[config.mk]
export PLATFORM = sky130hd
export DESIGN_NAME = mem_copy
export DESIGN_NICKNAME = d
export VERILOG_FILES = /design/src/rtl/mem_copy.sv
export SDC_FILE = /design/constraint.sdc
export NUM_CORES = 1
export LEC_CHECK = 0
export ABC_AREA = 0
export BUFFER_PORTS_ARGS = -buffer_cell sky130_fd_sc_hd__buf_2
export CAP_MARGIN = 10
export CORE_MARGIN = 10
export CORE_UTILIZATION = 54
export CTS_CLUSTER_DIAMETER = 60
export DETAILED_ROUTE_END_ITERATION = 7
export PLACE_DENSITY = 0.81
export SYNTH_ARGS = -nofsm -noshare
export SYNTH_HDL_FRONTEND = slang
export SYNTH_SLANG_ARGS = --single-unit
[constraint.sdc]
create_clock -name clk -period 2.3 [get_ports clk]
set_clock_uncertainty 0.05 [all_clocks]
set_input_delay 0.23 -clock clk [delete_from_list [all_inputs] [get_ports clk]]
set_output_delay 0.23 -clock clk [all_outputs]
set_load 0.02 [all_outputs]
[src/rtl/mem_copy.sv]
// Word-by-word memory copy engine driving a single-port data memory.
// Each word takes one READ cycle and one WRITE cycle, in ascending address order.
module mem_copy #(
  parameter int WIDTH = 32,
  parameter int LEN_W = 8
) (
  input  logic             clk,
  input  logic             reset,
  input  logic             start,
  input  logic [WIDTH-1:0] src,
  input  logic [WIDTH-1:0] dst,
  input  logic [LEN_W-1:0] len,
  output logic             busy,
  output logic             done,
  output logic             mem_we,
  output logic [WIDTH-1:0] mem_addr,
  output logic [WIDTH-1:0] mem_wd,
  input  logic [WIDTH-1:0] mem_rd
);

  typedef enum logic [1:0] {IDLE, READ, WRITE, DONE} state_t;

  state_t           state, state_nx;
  logic [WIDTH-1:0] src_ptr, dst_ptr, data;
  logic [LEN_W-1:0] count;

  // State register
  always_ff @(posedge clk) begin
    if (reset) state <= IDLE;
    else       state <= state_nx;
  end

  // Next-state logic
  // NOTE: combinational blocks use blocking '=' and assign a default first, so no latch is inferred.
  always_comb begin
    state_nx = state;
    case (state)
      IDLE:    if (start) state_nx = (len != '0) ? READ : DONE;
      READ:    state_nx = WRITE;
      WRITE:   state_nx = (count == LEN_W'(1)) ? DONE : READ;
      default: state_nx = IDLE;
    endcase
  end

  // Datapath: operands are captured once at acceptance, so later input changes are ignored.
  // NOTE: sequential state uses non-blocking '<=', and every register (data included) is cleared on reset.
  always_ff @(posedge clk) begin
    if (reset) begin
      src_ptr <= '0;
      dst_ptr <= '0;
      count   <= '0;
      data    <= '0;
    end else begin
      case (state)
        IDLE: if (start) begin
          src_ptr <= src;
          dst_ptr <= dst;
          count   <= len;
        end
        READ:  data <= mem_rd;
        WRITE: begin
          // Pointers wrap modulo 2^WIDTH by plain truncating addition.
          src_ptr <= src_ptr + WIDTH'(1);
          dst_ptr <= dst_ptr + WIDTH'(1);
          count   <= count - LEN_W'(1);
        end
        default: ;
      endcase
    end
  end

  // Output logic
  always_comb begin
    busy     = (state != IDLE);
    done     = (state == DONE);
    mem_we   = 1'b0;
    mem_addr = '0;
    mem_wd   = '0;
    case (state)
      READ:  mem_addr = src_ptr;
      WRITE: begin
        mem_addr = dst_ptr;
        mem_wd   = data;
        mem_we   = 1'b1;
      end
      default: ;
    endcase
  end

endmodule

## Word-level counts from Yosys, hierarchy flattened

Index checks and enable logic that the tools add are counted.

| cells by class | value |
|---|---|
| multiplexer cells | 13 |
| equality and inequality tests | 5 |
| add/sub/neg operators | 3 |
| reductions and logical operators | 5 |

Operators with widths:

| cell | number |
|---|---|
| $pmux W32 S2 | 3 |
| $mux W32 | 3 |
| $add A32 B1 Y32 const B | 2 |
| $pmux W8 S2 | 1 |
| $eq A8 B1 Y1 const B | 1 |
| $mux W8 | 1 |
| $reduce_bool A8 Y1 | 1 |
| $sub A8 B1 Y8 const B | 1 |
| $mux W2 | 3 |
| $pmux W2 S3 | 1 |
| $eq A2 B2 Y1 const B | 2 |
| $reduce_bool A2 Y1 | 2 |
| $eq A2 B1 Y1 const B | 1 |
| $logic_not A2 Y1 | 1 |
| $ne A2 B2 Y1 const B | 1 |
| $reduce_and A2 Y1 | 1 |
| $mux W1 | 1 |

| word-level totals | value |
|---|---|
| register bits | 106 |
| logic and storage cells | 31 |

## Longest topological paths before layout

| depth | value |
|---|---|
| depth after elaboration | 4 |
| mapped depth | 10 |
| depth with buffers taken out | 7 |

## Worst setup path after synthesis

Ideal clock, no wire load.

| path | value |
|---|---|
| kind | register -> output |
| start | register state[0] |
| end | output port mem_addr[15] |
| path buffers | 3 |
| data required time | 2,020 ps |
| slack | -50 ps |
| cell stages (with the launch flop) | 8 |
| arrival | 2,070 ps |
| cell sequence | dfxtp_1 > inv_1 > ha_1 > clkbuf_1 > clkbuf_1 > clkbuf_1 > nand2_1 > a21boi_0 |

| between the ends | value |
|---|---|
| cells in the longest elaborated chain, start to end | 2 |
| elaborated cells on any way between the ends | 3 |
| classes of those cells | eq/ne (2); mux (1) |

RTL lines:

| what | RTL line | text |
|---|---|---|
| from (decl) | 23 | `state_t state, state_nx;` |
| from (signal assigned) | 30 | `else state <= state_nx;` |
| $eq A2 B2 Y1 or $eq A2 B1 Y1 (tied branches) | 79 | `case (state)` |
| $pmux W32 S2 * | 79 |  |
| to (decl) | 16 | `output logic [WIDTH-1:0] mem_addr,` |

Mark *: on every way between the ends. The rest lies on a longest branch, timed or not.

## Worst setup path in the final report

Same ends and word-level chain as after synthesis.

==> results.py <==
metrics = {
    "sta": {
        "min_period_over_period_pct": 98.9,
        "tns_ns": 0,
        "slew_headroom_pct": 53.6,
        "rsz0062_at_grt": "true",
        "period_needed_ns": 2.28,
        "fmax_mhz": 440,
        "timing.hold.ws_ns": 0.0457,
        "tightest_slew_ns": 0.697,
        "finalSetupViolCount": 0,
        "slew_violations": 0,
        "hold_viol": 0,
    },
    "global_routing": {
        "grt_pass1_vias": 6858,
        "antenna_found_initial": 2,
        "grt_max_degree": 77,
        "grt_usage_pct": 24.8,
        "grt_overflow_total": 0,
        "grt_pass1_wl_um": 34300,
    },
    "clock_tree": {
        "cts_tree": "built",
        "clockBufferDepth": 2,
        "htreeDepth": 3,
        "post_cts_buffers": 0,
        "root_buffer": "clkbuf_16",
        "numCtsBuffers": 9,
        "clk_latency_ns": 0.37,
        "clk_pin_slew_ns": 0.07,
        "ctsHoldBuffers": 0,
        "cts_sinks": 106,
    },
    "setup_path": {
        "rrSetupSlack_ns": 0.13,
        "arrival_ns": 2.00,
        "critPathLaunchType": "flop",
        "required_ns": 2.02,
        "r2r_start": "state[0]",
        "worstSetupPathType": "flop to output port",
        "cp-end-kind": "output port",
        "path_max_fanout": 57,
        "rr_worst_depth": 8,
        "critical_path.reg2reg.endpoint": "src_ptr[27]",
    },
    "placement": {
        "dpl_cell_area_um2": 7770,
        "portBuffers": 173,
        "place_congestion": 0.951,
        "place_inst": 1140,
        "detailed_place_hpwl_um": 15600,
    },
    "final_layout": {
        "final.fill_count": 1030,
        "n_antenna_cell": 0,
        "stdcell_area_um2": 8090,
        "layout.cells.most_common_list": "171 x buf_2, 106 x dfxtp_1, 73 x nor2_1, 61 x nand2_1, 57 x a21oi_1",
        "final_net_count": 1119,
        "mostFrequentLayoutCell": "buf_2",
        "multiInputGateArea_um2": 4170,
        "layout-drive-gt1-share_pct": 26.1,
        "instances_no_fill": 1156,
        "ff_latch_area_um2": 2120,
        "syn2layout_area_growth_pct": 22.2,
    },
    "synth": {
        "ys_async_sr_fraction_pct": 0,
        "avgSynthCellArea_um2": 7.77,
        "synth_cell_type_count": 71,
        "yosysWarnings": 0,
        "netlist_area_um2": 6620,
        "ys.flop_type": "dfxtp_1",
        "synth_nets": 967,
        "netlist_instances": 852,
        "synth_seq_cells": 106,
        "synth-edff-count": 0,
        "synth_seq_area_share_pct": 32.0,
    },
    "min_path": {
        "min_from": "mem_rd[11]",
        "hp-class": "input port to flop",
        "min_to": "data[11]",
        "whs_path_depth": 3,
    },
    "floorplanning": {
        "core_um2": 12000,
        "ios": 174,
        "start_util_pct": 55.1,
        "die_h_um": 131,
        "die_width_um": 131,
        "dieArea_um2": 17100,
        "row_count": 40,
    },
    "pwr": {
        "leakage_nw": 3.33,
        "powerDensity_nw_per_um2": 641,
        "finalPower_w": 0.00518,
        "vdd_ir_drop_max_uv": 652,
    },
    "drt": {
        "vias_per_cell": 6.17,
        "drt_wl_total_um": 21600,
        "dr.pass1.iters": 5,
        "wire_per_inst_um": 18.7,
        "drc": 0,
        "vias": 7134,
        "drt_iter0_drc": 795,
        "ant_nets": 0,
    },
    "status": {
        "status": "finished, final reports clean",
    },
    "flow_run": {
        "maxCapViolCount": 0,
    },
}
power breakdown:
part / internal, W / total, W / leakage [nW] / switching, W
clock: 0.000853 / 0.00162 / 0.142 / 0.000764
sequential: 0.00202 / 0.00225 / 0.871 / 0.000230
combinational: 0.000583 / 0.00131 / 2.31 / 0.000730
sequential cells by signal, indices dropped and copies added (netlist names):
signal and flops:
state 2, data 32, count 8, src_ptr 32, dst_ptr 32
logic make-up (layout without fill, tap and decap cells):
kind of cell,Yosys count,in the layout,synth area share (%)
AOI/OAI and AO/OA,222,222,21.7
xor gates and xnor gates,6,6,0.794
adders and majority gates,8,8,1.51
buffers and inverters,89,246,5.44
DFF,106,106,32.0
muxes,50,50,7.75
and+or+nand+nor,371,371,30.8
repair_timing:
| action | in CTS | in global routing |
|---|---|---|
| cloned | 0 | 0 |
| endpoints found under the setup margin | 1 | 23 |
| resized for setup | 1 | 6 |
cell usage after synthesis (all sizes together) (16+ instances only):
master    n  area [um2]
o21ai    46         230
a22oi    40         300
nand3    41         205
nand4    20         146
clkbuf   48         183
nor2b    38         238
a21oi    57         285
inv      16        60.1
nor2     74         285
nand2    62         240
buf      23         105
mux2i    40         400
nor3     26         141
and3     25         158
or3      16         100
dfxtp   106        2120
and2     35         219
worst max-delay path: stages, from the launching register on:
cell and delay, ns:
dfxtp_1 0.35, inv_1 0.13, ha_4 0.24, buf_12 0.25, nand2_1 0.11, a21boi_1 0.29
buf_2 0.23
worst max-delay path by stage:
stage	depth (start not counted)	startpoint	to	slack, ns
after detailed placement	6	state[1]	dst_ptr[10]	0.05
final	6	state[0]	mem_addr[15]	0.02
after global routing	8	state[0]	src_ptr[27]	-0.02
after floorplan	7	state[0]	mem_addr[16]	0.07
after CTS	5	state[1]	mem_addr[2]	0.02
after global placement	6	state[0]	dst_ptr[10]	0.15
through the flow:
stage	worst slack, ns	util [%]
after floorplan	0.0714	-
after global placement	0.150	64.7
after detailed placement	0.0492	64.7
after CTS	0.0234	67.2
after global routing	-0.0213	67.3
final	0.0247	67.3
area by class of cell:
| class | count | share of cell area (%) |
|---|---|---|
| clock inverter | 7 | 0.944 |
| tap | 147 | 2.27 |
| inverter | 17 | 0.789 |
| sequential | 106 | 26.2 |
| timing repair buffer | 213 | 15.4 |
| multi-input combinational | 657 | 51.5 |
| clock buffer | 9 | 2.78 |
metal layers:
layer / global-route usage, % / up-vias / wire, um
met3: 10.9 / 47 / 2620
met4: 7.98 / 2 / 436
li1: - / 3423 / -
met5: 0 / - / 13
met1: 30.3 / 3291 / 8650
met2: 38.4 / 371 / 9870
Power figures use the tool's default switching activity.
